### src/rtl/text_ram_arbiter.sv
// Text RAM port arbiter: shares one RAM port between display reads and a queue
// of character write/erase entries, and owns the whole-buffer clear sweep.
module text_ram_arbiter #(
  parameter int unsigned FIFO_DEPTH = 4,
  parameter int unsigned CLR_TOP    = 511
) (
  input  logic       clk,
  input  logic       rst,
  input  logic       vga_read_req,
  input  logic [8:0] vga_addr,
  input  logic       wr_req,
  input  logic [8:0] wr_addr,
  input  logic [7:0] wr_data,
  input  logic       erase_req,
  input  logic [8:0] erase_addr,
  input  logic       clear_req,
  output logic       wr_ack,
  output logic       erase_ack,
  output logic [8:0] ram_addr,
  output logic [7:0] ram_din,
  output logic       ram_we,
  output logic       ram_erase,
  output logic       vga_grant,
  output logic       busy_clear,
  output logic       fifo_full,
  output logic       fifo_empty,
  output logic       addr_err
);

  localparam int unsigned ADDR_W = 9;
  localparam int unsigned DATA_W = 8;
  localparam int unsigned PTR_W  = $clog2(FIFO_DEPTH);
  localparam int unsigned CNT_W  = PTR_W + 1;

  localparam logic [0:0] ST_IDLE  = 1'b0;
  localparam logic [0:0] ST_CLEAR = 1'b1;

  typedef struct packed {
    logic              erase;
    logic [ADDR_W-1:0] addr;
    logic [DATA_W-1:0] data;
  } entry_t;

  logic [0:0]        r_state;
  logic [0:0]        w_state_nxt;
  logic [ADDR_W-1:0] r_cnt;
  logic [ADDR_W-1:0] w_cnt_nxt;

  entry_t            r_mem [FIFO_DEPTH];
  logic [PTR_W-1:0]  r_wptr;
  logic [PTR_W-1:0]  r_rptr;
  logic [CNT_W-1:0]  r_count;

  logic              w_idle;
  logic              w_ack_any;
  logic              w_addr_ok;
  logic              w_push;
  logic              w_pop;
  entry_t            w_entry;
  entry_t            w_head;

  logic              w_we_nxt;
  logic [ADDR_W-1:0] w_addr_nxt;
  logic [DATA_W-1:0] w_din_nxt;
  logic              w_erase_nxt;
  logic              w_grant_nxt;

  assign w_idle     = (r_state == ST_IDLE);
  assign busy_clear = (r_state == ST_CLEAR);
  assign fifo_full  = (r_count == CNT_W'(FIFO_DEPTH));
  assign fifo_empty = (r_count == '0);

  // Write beats erase; nothing is accepted while clearing or when a clear is requested.
  assign wr_ack    = wr_req && !fifo_full && w_idle && !clear_req;
  assign erase_ack = erase_req && !wr_req && !fifo_full && w_idle && !clear_req;
  assign w_ack_any = wr_ack || erase_ack;

  always_comb begin
    w_entry.erase = !wr_ack;
    w_entry.addr  = wr_ack ? wr_addr : erase_addr;
    w_entry.data  = wr_ack ? wr_data : 8'h00;
  end

  // Visible screen is 15 rows x 20 columns.
  assign w_addr_ok = (w_entry.addr[8:5] <= 4'd14) && (w_entry.addr[4:0] <= 5'd19);
  assign w_push    = w_ack_any && w_addr_ok;

  // A pending clear discards the queue, so do not spend its cycle on a pop.
  assign w_pop  = w_idle && !clear_req && !fifo_empty && (!vga_read_req || fifo_full);
  assign w_head = r_mem[r_rptr];

  always_ff @(posedge clk) begin
    if (w_push) begin
      r_mem[r_wptr] <= w_entry;
    end
  end

  always_ff @(posedge clk or posedge rst) begin
    if (rst) begin
      r_wptr  <= '0;
      r_rptr  <= '0;
      r_count <= '0;
    end else if (clear_req) begin
      r_wptr  <= '0;
      r_rptr  <= '0;
      r_count <= '0;
    end else begin
      if (w_push) begin
        r_wptr <= r_wptr + PTR_W'(1);
      end
      if (w_pop) begin
        r_rptr <= r_rptr + PTR_W'(1);
      end
      r_count <= r_count + CNT_W'(w_push) - CNT_W'(w_pop);
    end
  end

  // Next state, sweep counter and RAM port drive.
  always_comb begin
    w_state_nxt = r_state;
    w_cnt_nxt   = r_cnt;
    w_we_nxt    = 1'b0;
    w_addr_nxt  = '0;
    w_din_nxt   = '0;
    w_erase_nxt = 1'b0;
    w_grant_nxt = 1'b0;
    case (r_state)
      ST_IDLE: begin
        if (w_pop) begin
          w_we_nxt    = 1'b1;
          w_addr_nxt  = w_head.addr;
          w_din_nxt   = w_head.data;
          w_erase_nxt = w_head.erase;
        end else begin
          w_addr_nxt  = vga_addr;
          w_grant_nxt = vga_read_req;
        end
        if (clear_req) begin
          w_state_nxt = ST_CLEAR;
          w_cnt_nxt   = ADDR_W'(CLR_TOP);
        end
      end
      ST_CLEAR: begin
        w_we_nxt   = 1'b1;
        w_addr_nxt = r_cnt;
        if (clear_req) begin
          w_cnt_nxt = ADDR_W'(CLR_TOP);
        end else begin
          w_cnt_nxt = r_cnt - ADDR_W'(1);
          if (r_cnt == '0) begin
            w_state_nxt = ST_IDLE;
          end
        end
      end
      default: begin
        w_state_nxt = ST_CLEAR;
        w_cnt_nxt   = ADDR_W'(CLR_TOP);
      end
    endcase
  end

  // Reset lands in CLEAR so every reset is followed by a full zeroing sweep.
  always_ff @(posedge clk or posedge rst) begin
    if (rst) begin
      r_state <= ST_CLEAR;
      r_cnt   <= ADDR_W'(CLR_TOP);
    end else begin
      r_state <= w_state_nxt;
      r_cnt   <= w_cnt_nxt;
    end
  end

  always_ff @(posedge clk or posedge rst) begin
    if (rst) begin
      ram_we    <= 1'b0;
      ram_addr  <= '0;
      ram_din   <= '0;
      ram_erase <= 1'b0;
      vga_grant <= 1'b0;
      addr_err  <= 1'b0;
    end else begin
      ram_we    <= w_we_nxt;
      ram_addr  <= w_addr_nxt;
      ram_din   <= w_din_nxt;
      ram_erase <= w_erase_nxt;
      vga_grant <= w_grant_nxt;
      addr_err  <= w_ack_any && !w_addr_ok;
    end
  end

endmodule

### config.mk
export PLATFORM = sky130hd
export DESIGN_NAME = text_ram_arbiter
export DESIGN_NICKNAME = d
export VERILOG_FILES = /design/src/rtl/text_ram_arbiter.sv
export SDC_FILE = /design/constraint.sdc
export NUM_CORES = 1
export LEC_CHECK = 0
export CORE_ASPECT_RATIO = 2
export CORE_MARGIN = 3
export CORE_UTILIZATION = 40
export DETAILED_ROUTE_END_ITERATION = 10
export GPL_TIMING_DRIVEN = 0
export HOLD_SLACK_MARGIN = 0.1
export PLACE_DENSITY = 0.73
export RECOVER_POWER = 50
export REMOVE_ABC_BUFFERS = 1
export SYNTH_ARGS = -nofsm -noshare
export SYNTH_HDL_FRONTEND = slang
export SYNTH_SLANG_ARGS = --single-unit
### constraint.sdc
create_clock -name clk -period 3 [get_ports clk]
set_clock_uncertainty 0.15 [all_clocks]
set_input_delay 0.9 -clock clk [delete_from_list [all_inputs] [get_ports clk]]
set_output_delay 0.9 -clock clk [all_outputs]
set_load 0.02 [all_outputs]
# After elaboration in Yosys (flattened, before gate mapping)
# Memories as Yosys holds them, arrays and structs flattened.
# Cells that the tools add are included.
[totals]
out_inout_bits = 26
mem_count = 1
register_bits = 38
inputBits = 41
ramBits = 72
[classes]
n_reduce_logical = 26
add_sub_neg = 5
n_eq_ne = 2
n_bitwise = 1
order_cmp = 2
n_mux = 26
[mem_list]
columns = ["memory", "words", "width", "read_ports", "rd_ports_with_merged_regs", "wr", "line_no", "text"]
rows = [
  ["r_mem", 4, 18, 1, 0, 1, "49", "entry_t r_mem [FIFO_DEPTH];"],
]
[op_table]
columns = ["cell", "n"]
rows = [
  ["two-way mux 9 bit", 4],
  ["case mux 9 bit (2 select lines)", 2],
  ["two-way mux 8 bit", 3],
  ["logical AND 1 bit", 13],
  ["two-way mux 1 bit", 10],
  ["zero test 9 bit", 1],
  ["subtractor 9 x 1 -> 9 bit, second input constant", 1],
  ["two-way mux 2 bit", 4],
  ["zero test 1 bit", 7],
  ["<= comparator 5 bit, second input constant", 1],
  ["adder 2 x 1 -> 2 bit, second input constant", 2],
  ["<= comparator 4 bit, second input constant", 1],
  ["case mux 1 bit (2 select lines)", 2],
  ["nonzero test 2 bit", 2],
  ["adder 3 x 1 -> 3 bit", 1],
  ["== test 3 bit, second input constant", 1],
  ["zero test 3 bit", 1],
  ["two-way mux 3 bit", 1],
  ["subtractor 3 x 1 -> 3 bit", 1],
  ["logical OR 1 bit", 2],
  ["!= test 2 bit, second input constant", 1],
  ["inverter 1 bit", 1],
]

# Logic depth before layout (Yosys ltp)
# Gate-level depths: netlist of run 1.
[logic_depth]
ltp_word = 12
ltp_mapped = 14
mapped_depth_nobuf = 14

# Worst setup path before layout of run 1
# No wires, ideal clock.
[synth_path]
kind = "input-to-reg"
start = "input clear_req"
end = "register r_count[2]"
cell_stages = 13
path_buffers = 1
arrival_time_ns = 3.188
path_slack_ns = -0.468
setup_ns = 0.130
path_cell_list = "clkbuf_1 nor4b_2 mux2i_1 and2_1 inv_1 ha_1 inv_1 ha_1 inv_1 fa_1 xor2_1 xnor2_1 nor2_1"
[synth_via]
elab_chain_len = 9
elab_cells_between_ends = 15
[synth_rtl]
columns = ["element", "line_no", "text"]
rows = [
  ["from (decl)", "16", "input logic clear_req,"],
  ["zero test 1 bit", "74, 75, 89", ""],
  ["logical AND 1 bit", "74", "assign wr_ack = wr_req && !fifo_full && w_idle && !clear_req;"],
  ["two-way mux 9 bit", "80", "w_entry.addr = wr_ack ? wr_addr : erase_addr;"],
  ["<= comparator 5 bit / <= comparator 4 bit (equally long branches)", "85", "assign w_addr_ok = (w_entry.addr[8:5] <= 4'd14) && (w_entry.addr[4:0] <= 5'd19);"],
  ["logical AND 1 bit", "85", ""],
  ["logical AND 1 bit", "86", "assign w_push = w_ack_any && w_addr_ok;"],
  ["adder 3 x 1 -> 3 bit", "114", "r_count <= r_count + CNT_W'(w_push) - CNT_W'(w_pop);"],
  ["subtractor 3 x 1 -> 3 bit", "114", ""],
  ["two-way mux 3 bit *", "103", "end else if (clear_req) begin"],
  ["to (signal assigned)", "114", ""],
  ["to (decl)", "52", "logic [CNT_W-1:0] r_count;"],
]
# Mark *: on every way between the ends. The rest lies on a longest branch, timed or not.
# A chain may end at the register's enable or synchronous reset.

# Worst setup path in the final report of run 1
# Same ends and word-level chain as after synthesis.

==> results by group, run 1 <==
Timing
  – Fmax: 314 MHz
  – Max-slew headroom: -2.01%
  – Final Critical Period: 3.19 ns
  – Setup violators final: 1
  – Final Hold Vio Count: 0
  – Pins Over Slew Limit: 39
  – RSZ-0062 raised after global routing: yes
  – Fin crit share: 106%
  – Slew @ Worst Pin: ~1.5 ns
  – Final Worst Setup Slack: -0.186 ns

Final layout
  – Share of cells above drive strength 1: between 20% and 30%
  – Design area: between 5000 and 6000 um^2
  – Most frequent cells in the layout: edfxtp_1 (72), clkdlybuf4s50_1 (56), nand2_1 (44)
  – Ant. Diodes: 0
  – Fin nets: around 430
  – Commonest non-fill, non-tap cell in the layout: edfxtp_1
  – Area growth, synth to finish: 27.9%
  – Non-filler cells, final: 530

Clock tree
  – Clk_lat worst skew: approximately 0.35 ns
  – Max Root-Sink Buffers: 2
  – CTS H-Tree Depth: 3
  – CTS Buf Count: 9
  – Clk sinks: 110
  – CTS Hold Bufs: 0
  – Worst-path clk slew: approximately 0.07 ns
  – CTS root buf: clkbuf_16
  – CTS tree: yes

Route
  – Antenna Violating Nets Remaining: 0
  – DR vias/cell: approximately 5.1
  – DR WL met2: 5.17 mm
  – Total number of vias: around 2,700
  – Met3 routed WL: slightly below 400 um
  – DR top layer: met4
  – Detailed Route Iter0 Violations: around 130
  – Post-Route WL: between 9 and 10 mm
  – WL/cell: between 15 and 20 um
  – Post-route DRC violation count: 0
  – Met1 WL: approximately 3.5 mm
  – Drt pass-1 iters: 4

Status
  – Status: finished, violations left
  – Failing checks: max-capacitance violations, max-slew violations, negative setup slack

Setup path
  – R2R cell count: 15
  – Reg2Reg Setup Slack: -0.17 ns
  – Worst path arrival time: around 3.3 ns
  – CP max-delay cell: fa_2
  – Largest delay share family, worst path: adder cells
  – Crit. End Element: flop
  – Worst path required time: 3.09 ns
  – Worst path bufs/invs: 5
  – Setup CP Type: in2reg
  – Critical Path Fanout Max: 4
  – Worst path depth: 14
  – Worst reg2reg startpoint: r_count[0]
  – Reg2reg end: r_count[2]
  – Max incr delay on CP: 0.40 ns
  – Worst setup SP type: input pin
  – CP Cell Sequence: buf_16 -> nor4b_4 -> buf_6 -> mux2i_4 -> and2_4 -> inv_4 -> ha_4 -> inv_4 -> ha_4 -> inv_2 -> fa_2 -> xor2_2 -> xnor2_1 -> nor2_1

Global route
  – GRT Util Overall: between 10% and 20%
  – GRT overflow: 0
  – First-pass GRT wire length: about 14 mm
  – Initial antenna violation count: 0
  – Vias in the first global route: 2,867
  – Largest net degree at the start of global routing: 39

Placement
  – DP HPWL: just under 6 mm
  – Placed cell count: roughly 500
  – PortBufs: 66
  – Final RePlAce weighted congestion: about 0.8
  – Worst slack, placed: -1.99 ns
  – Post-DP Area: 5360 um^2

Min path
  – Hold Startpoint: r_cnt[2]
  – Min-delay worst type: reg2reg
  – Hold EP: r_cnt[2]
  – Hold path cells: 2

Floorplan
  – DIE AREA: about 13,000 um^2
  – Row Count: 54
  – Initial Util: 41.4%
  – Core ar.: 11,100 um^2
  – Die height: 157 um
  – I/O pin total: 67
  – Die Wd: 81.7 um

Power
  – Pleak: between 2 and 2.5 nW
  – Pwr dens: 492 nW/um^2
  – VDD IR-drop max: approximately 0.00036 V

Run
  – Max-cap violation count: 1

Yosys
  – Top area cells in the synthesized netlist: edfxtp_1 (47%), dfrtp_1 (15%), mux4_2 (8.8%), dfstp_2 (5.7%), nand2_1 (3.6%)
  – Sequential share of the synthesized area: 68.1%
  – Post-synth EDFFs: slightly above 70
  – Dominant synthesized flop cell: edfxtp_1
  – Gate Count Post-Synth: 306
  – Asr flop ratio synth: 34.5%
  – #FFs+latches synth: 110
  – Yosys top cell area share: 47.1%
  – Mapped cell area: approximately 4600 um^2
  – Ys Warns: 0
  – Avg Cell Area, Syn: 15.0 um^2
  – Yosys cell types: 46
  – Area leader, netlist: edfxtp_1
==> timing repair <==
item | in CTS | in global routing
gates cloned | 1 | 1
pin swaps | 4 | 10
gates resized for setup | 27 | 20
buffers inserted | 10 | 4
endpoints found under the hold margin | 0 | 0
setup endpoints to repair | 118 | 78
==> through the flow <==
stage	util (%)	total power (W)	TNS (ns)	hold WS [ns]
after floorplan	-	0.00169	-63.91	0.335
after global placement	48.2	0.00177	-316.92	0.350
after detailed placement	48.4	0.00177	-144.29	0.353
after CTS	52.0	0.00291	-0.146	0.367
after global routing	53.0	0.00298	-0.367	0.406
final	53.0	0.00289	-0.186	0.367
==> cell usage after synthesis (2+ instances only) <==
cell	n
edfxtp_1	72
xnor2_1	5
inv_1	10
xor2_1	2
buf_1	2
a221o_1	7
dfrtp_1	28
nand3_1	2
and2_1	18
nand4_1	2
nand2_1	44
o21ai_0	6
and3_1	6
mux2i_1	2
buf_2	2
clkbuf_1	9
or2_2	2
o21bai_1	2
a21oi_1	2
nor2_1	14
nand2b_1	8
nor4_1	2
nor3_1	4
mux4_2	18
ha_1	7
dfstp_2	10
==> sequential cells by signal (all words and copies together) (netlist names) <==
register and cells:
addr_err 1, busy_clear 1, r_cnt 9, r_count 3
r_mem 72, r_rptr 2, r_wptr 2, ram_addr 9
ram_din 8, ram_erase 1, ram_we 1, vga_grant 1
==> cell type report <==
type | count | area, um^2
clock buffer | 9 | 225
clock inverter | 7 | 62.6
fill | 939 | 5210
inverter | 12 | 57.6
multi-input combinational | 169 | 1400
sequential | 110 | 3130
tap | 140 | 175
timing repair buffer | 82 | 817
timing repair inverter | 1 | 6.26
==> worst max path at each step <==
stage,start,end
after floorplan,clear_req,r_count[2]
after global placement,clear_req,r_count[2]
after detailed placement,clear_req,r_count[2]
after CTS,r_count[2],r_count[2]
after global routing,r_count[2],r_count[2]
final,clear_req,r_count[2]
==> worst min-delay path, cell delays in order, from the launching register on <==
cell and delay [ns]:
dfstp_2 0.39, nand2_1 0.05, nand3b_1 0.07
==> power breakdown <==
group | total (W) | internal [W] | switching (W)
clock network | 0.00114 | 0.000582 | 0.000559
logic | 0.000125 | 0.0000721 | 0.0000525
registers | 0.00162 | 0.00162 | 0.00000405
total | 0.00289 | 0.00227 | 0.000615
==> kinds of logic after synthesis <==
kind of cell             Yosys count  synth area share [%]
multiplexers                      20                  9.27
XOR/XNOR                           7                  1.34
AO/OA/AOI/OAI                     24                  3.93
adder cells (fa/ha/maj)            8                  2.34
flip-flops                       110                  68.1
AND/OR/NAND/NOR                  110                  12.1
buffers and inverters             27                  2.89
==> per-layer routing <==
layer	track usage [%]	vias up
met3	3.67	20
met1	16.1	1357
met5	0	-
li1	-	1270
met2	27.9	65
met4	8.40	0
Note: power is estimated with default switching activity, not from simulation.
==> inputs of run 2 (changes only) <==
Settings changed: GPL_TIMING_DRIVEN 0 to unset.
==> results by group, run 2 (synthesis results as in run 1) <==
Power
  – Pleak: roughly 2.3 nW
  – VDD IR-drop max: approximately 0.00028 V
  – Pwr dens: a little under 500 nW/um^2

Global route
  – Initial antenna violation count: 0
  – Vias in the first global route: around 2,800
  – GRT Util Overall: approximately 15%
  – First-pass GRT wire length: between 10 and 15 mm
  – GRT overflow: 0
  – Largest net degree at the start of global routing: 39

Route
  – Total number of vias: roughly 2,700
  – Detailed Route Iter0 Violations: roughly 140
  – DR vias/cell: between 5 and 6
  – Drt pass-1 iters: 4
  – Antenna Violating Nets Remaining: 0
  – Post-Route WL: 9.14 mm
  – Post-route DRC violation count: 0
  – WL/cell: 16.9 um

Run
  – Max-cap violation count: 0

Clock tree
  – CTS root buf: clkbuf_16
  – Clk_lat worst skew: roughly 0.34 ns
  – CTS Buf Count: 9
  – CTS Hold Bufs: 0
  – Clk sinks: 110
  – Worst-path clk slew: about 0.07 ns
  – CTS tree: yes
  – Max Root-Sink Buffers: 2
  – CTS H-Tree Depth: 3

Timing
  – Fin crit share: 102%
  – Fmax: about 330 MHz
  – Setup violators final: 1
  – Slew @ Worst Pin: between 0.9 and 1 ns
  – Final Critical Period: 3.06 ns
  – Pins Over Slew Limit: 0
  – RSZ-0062 raised after global routing: yes
  – Hold_ws: between 0.3 and 0.4 ns
  – Final Hold Vio Count: 0
  – Max-slew headroom: a little under two fifths
  – Sum Neg Setup Slack: -0.0637 ns
  – Final Worst Setup Slack: -0.0637 ns

Final layout
  – Fin nets: approximately 450
  – Commonest non-fill, non-tap cell in the layout: edfxtp_1
  – Flip-flop count of the largest register after layout: 72
  – Area growth, synth to finish: 28.4%
  – Ant. Diodes: 0
  – Most frequent cells in the layout: edfxtp_1 (72), clkdlybuf4s50_1 (46), nand2_1 (44)
  – Share of cells above drive strength 1: between 20% and 30%
  – Most flops, register: r_mem
  – Largest regs: r_mem: 72 flops, r_cnt: 9 flops, ram_addr: 9 flops
  – Design area: around 5900 um^2

Setup path
  – Worst path required time: about 3.1 ns
  – Setup CP Type: in2reg
  – Critical Path Fanout Max: 2
  – Reg2reg end: r_count[2]
  – Worst reg2reg startpoint: r_count[2]
  – Worst path depth: 13
  – Max incr delay on CP: 0.39 ns
  – CP Cell Sequence: dlygate4sd2_1 -> nor4b_4 -> mux2i_1 -> and2_1 -> inv_1 -> ha_1 -> inv_1 -> ha_2 -> inv_2 -> fa_2 -> xor2_2 -> xnor2_1 -> nor2_1
  – R2R cell count: 14
  – Worst path bufs/invs: 4
  – CP max-delay cell: fa_2
  – Reg2Reg Setup Slack: -0.04 ns
  – Crit. End Element: flop
  – Worst path arrival time: roughly 3.1 ns
  – Critical path origin: wr_req
  – Largest delay share family, worst path: adder cells
  – Worst setup SP type: input pin
  – Cell mode on critical path: inv_1
  – Critical Path Sink: r_count[2]

Status
  – Failing checks: negative setup slack
  – Status: finished, violations left

Placement
  – PortBufs: 66
  – DP HPWL: about 6.4 mm
  – Post-DP Area: 5590 um^2
  – Final RePlAce weighted congestion: about 0.8

Floorplan
  – DIE AREA: approximately 13,000 um^2
  – Initial Util: approximately two fifths
  – I/O pin total: 67
  – Row Count: 54
  – Die Wd: just over 80 um
  – Die height: 157 um
  – Core ar.: 11,100 um^2

Min path
  – Min-delay worst type: reg2reg
## run 2: cell count changes in the layout (fill, tap and decap cells not counted), moves of 3 or more
cell             before  now
dlygate4sd2_1         2   13
buf_4                14   24
clkdlybuf4s50_1      56   46
and3_1                2    6
and3_2                4    0
buf_12                0    4
inv_4                 3    0
## run 2: routing by layer
layer	up-vias	global-route usage, %	wire, um
li1	1291	-	-
met1	1373	15.4	3190
met2	68	28.6	5380
met3	17	2.75	317
met4	0	7.05	253
met5	-	0	0
## run 2: worst register-to-register path, delay by kind of cell, from the launching register on
family / cells / cell delay, ns
AND/OR/NAND/NOR: 4 / 0.79
buffers and inverters: 4 / 0.21
XOR/XNOR: 2 / 0.29
flip-flops: 1 / 0.41
adder cells (fa/ha/maj): 3 / 0.81
multiplexers: 1 / 0.26
## run 2: cell type report
class | count | area, um^2
clock inverters | 7 | 60.1
fillers | 937 | 5190
flip-flops and latches | 110 | 3130
multi-input cells | 169 | 1350
clock buffers | 9 | 225
well taps | 140 | 175
repair buffers | 94 | 906
inverters | 12 | 50.0
## run 2: timing repair
item                                    CTS  global route
gates resized for setup                  26             9
pin swaps                                 9             7
setup buffers                             0             3
endpoints found under the setup margin    5             2
## run 2: how the worst min path moves through the flow
stage | start | to | slack [ns] | cells past startpoint
2_1_floorplan | r_cnt[2] | r_cnt[2] | 0.33 | 2
3_3_place_gp | r_cnt[2] | r_cnt[2] | 0.35 | 2
3_5_place_dp | r_cnt[2] | r_cnt[2] | 0.35 | 2
4_1_cts | r_cnt[2] | r_cnt[2] | 0.37 | 2
5_1_grt | r_cnt[8] | ram_addr[8] | 0.40 | 2
6_report | r_cnt[2] | r_cnt[2] | 0.37 | 2
## run 2: through the flow
step | worst slack (ns) | utilization, % | instances | total power [W]
CTS | 0.00819 | 52.9 | 538 | 0.00289
global route | -0.192 | 53.2 | 541 | 0.00296
finish | -0.0637 | 53.2 | 541 | 0.00286
detailed placement | -0.688 | 50.4 | 522 | 0.00178
floorplan | -1.22 | - | 291 | 0.00169
global placement | -0.608 | 50.4 | 522 | 0.00178
## run 2: report_power, final
| group | total [W] | internal [W] | switching, W |
|---|---|---|---|
| clock network | 0.00112 | 0.000580 | 0.000544 |
| logic | 0.000116 | 0.0000641 | 0.0000522 |
| registers | 0.00162 | 0.00162 | 0.00000427 |
==> inputs of run 3 (changes only) <==
Settings changed: CORE_MARGIN 3 to 4, MAX_ROUTING_LAYER set to met4.
==> results by group, run 3 (synthesis results as in run 1) <==
Status
  – Status: finished, violations left
  – Failing checks: negative setup slack

Clock tree
  – CTS Hold Bufs: 0
  – Max Root-Sink Buffers: 2
  – Worst-path clk slew: around 0.070 ns
  – Clk sinks: between 100 and 150
  – CTS Buf Count: 9
  – Clk_lat worst skew: 0.34 ns
  – CTS root buf: clkbuf_16
  – CTS tree: yes
  – CTS H-Tree Depth: 3

Final layout
  – Most frequent cells in the layout: edfxtp_1 (72), clkdlybuf4s50_1 (46), nand2_1 (44)
  – Area occupied by registers: 3130 um^2
  – Area growth, synth to finish: 28.3%
  – Area of the multi-input gates: roughly 1400 um^2
  – Flip-flop count of the largest register after layout: about 70
  – Most flops, register: r_mem
  – FILL cells: 980
  – Largest regs: r_mem: 72 flops, r_cnt: 9 flops, ram_addr: 9 flops
  – Ant. Diodes: 0
  – Commonest non-fill, non-tap cell in the layout: edfxtp_1
  – Share of cells above drive strength 1: between 20% and 30%
  – Fin nets: between 400 and 500

Power
  – Pwr dens: about 480 nW/um^2
  – Tot Pwr: 0.00285 W
  – Pleak: ~2.3 nW
  – VDD IR-drop max: roughly 0.00030 V

Global route
  – GRT overflow: 0
  – Vias in the first global route: slightly below 3,000
  – First-pass GRT wire length: around 15 mm
  – GRT Util Overall: 14.7%
  – Largest net degree at the start of global routing: 39
  – Initial antenna violation count: 0

Setup path
  – CP max-delay cell: dfrtp_1
  – Reg2reg end: r_count[2]
  – Critical Path Fanout Max: 3
  – Critical Path Sink: r_count[2]
  – Worst reg2reg startpoint: r_count[2]
  – Cell mode on critical path: inv_1
  – R2R cell count: 14
  – Worst path required time: 3.08 ns
  – Setup CP Type: reg2reg
  – Worst path arrival time: between 3 and 4 ns
  – Critical path origin: r_count[2]
  – Crit. End Element: flop
  – Worst setup SP type: flop
  – CP Cell Sequence: or3b_4 -> inv_4 -> nor4b_4 -> mux2i_1 -> and2_1 -> inv_1 -> ha_1 -> inv_1 -> ha_2 -> inv_2 -> fa_2 -> xor2_2 -> xnor2_2 -> nor2_1
  – Reg2Reg Setup Slack: -0.02 ns
  – Max incr delay on CP: ~0.40 ns

Timing
  – Final Critical Period: 3.02 ns
  – Sum Neg Setup Slack: -0.0187 ns
  – Fmax: approximately 330 MHz
  – Fin crit share: 101%
  – Final Hold Vio Count: 0
  – Slew @ Worst Pin: about 0.97 ns
  – Final Worst Setup Slack: -0.0187 ns
  – Setup violators final: 1
  – RSZ-0062 raised after global routing: yes
  – Pins Over Slew Limit: 0
  – Max-slew headroom: approximately a third

Floorplan
  – Row Count: between 50 and 60
  – Die Wd: around 84 um
  – I/O pin total: between 60 and 70
  – DIE AREA: approximately 13,000 um^2
  – Initial Util: about two fifths
  – Core ar.: 11,300 um^2
  – Die height: approximately 160 um

Run
  – Max-cap violation count: 0

Placement
  – Final RePlAce weighted congestion: 0.821
  – DP HPWL: 6.64 mm
  – PortBufs: 66

Route
  – Antenna Violating Nets Remaining: 0
  – Post-route DRC violation count: 0
  – Post-Route WL: between 9 and 10 mm
  – Detailed Route Iter0 Violations: 136
  – Drt pass-1 iters: 4
  – Total number of vias: approximately 2,700
  – DR vias/cell: ~5.1
  – WL/cell: 17.0 um

Min path
  – Min-delay worst type: reg2reg
-- run 3: changes by cell type in the layout (fill, tap and decap cells not counted), sizes merged --
cell	delta
dlygate4sd3	+1
clkbuf	+2
clkdlybuf4s15	+2
dlygate4sd2	+2
dlymetal6s2s	-4
inv	-3
clkinv	+2
buf	-4
-- run 3: metrics by stage --
| step | area [um^2] | utilization (%) | cells | setup slack, ns | hold slack (ns) |
|---|---|---|---|---|---|
| after global placement | 5580 | 49.5 | 523 | -0.605 | 0.350 |
| final | 5890 | 52.2 | 541 | -0.0187 | 0.369 |
| after floorplan | 4510 | - | 291 | -1.22 | 0.335 |
| after detailed placement | 5580 | 49.5 | 523 | -0.691 | 0.357 |
| after CTS | 5860 | 52.0 | 540 | 0.0174 | 0.371 |
| after global routing | 5890 | 52.2 | 541 | -0.185 | 0.398 |
-- run 3: how the worst min path moves through the flow --
| stage | start | to | slack [ns] | cells after the start |
|---|---|---|---|---|
| CTS | r_cnt[2] | r_cnt[2] | 0.37 | 2 |
| global route | r_cnt[8] | ram_addr[8] | 0.40 | 2 |
| finish | r_cnt[2] | r_cnt[2] | 0.37 | 2 |
| floorplan | r_cnt[2] | r_cnt[2] | 0.33 | 2 |
| detailed placement | r_cnt[2] | r_cnt[2] | 0.36 | 2 |
| global placement | r_cnt[2] | r_cnt[2] | 0.35 | 2 |
-- run 3: worst max-delay path, delay by kind of cell (launching register included) --
family	cells	cell delay, ns
muxes	1	0.25
DFF	1	0.40
buffers and inverters	4	0.19
xor gates and xnor gates	2	0.34
adders and majority gates	3	0.76
and+or+nand+nor	4	0.82
-- run 3: layout make-up --
class | instances | share of cell area, %
Clock buffer | 10 | 4.06
Clock inverter | 6 | 0.765
Inverter | 12 | 0.892
Multi-Input combinational cell | 169 | 23.2
Sequential cell | 110 | 53.1
Tap cell | 142 | 3.02
Timing Repair Buffer | 92 | 15.0
-- run 3: what timing repair did --
action | 4_1_cts | 5_1_grt
resized for setup | 33 | 5
gates cloned | 0 | 0
endpoints found under the setup margin | 5 | 1
pin swaps | 9 | 6
setup buffers | 1 | 1
-- run 3: metal layers --
layer	global-route usage (%)	vias up	wire length, um
met5	-	-	0
met4	6.52	0	286
met3	2.95	14	326
met2	27.5	66	5380
met1	14.2	1371	3200
li1	-	1285	-
-- run 3: power by group --
group	leakage, nW	internal (W)	switching [W]
combinational	1.00	0.0000618	0.0000520
sequential	1.17	0.00162	0.00000426
clock	0.138	0.000592	0.000519
total	2.31	0.00227	0.000576
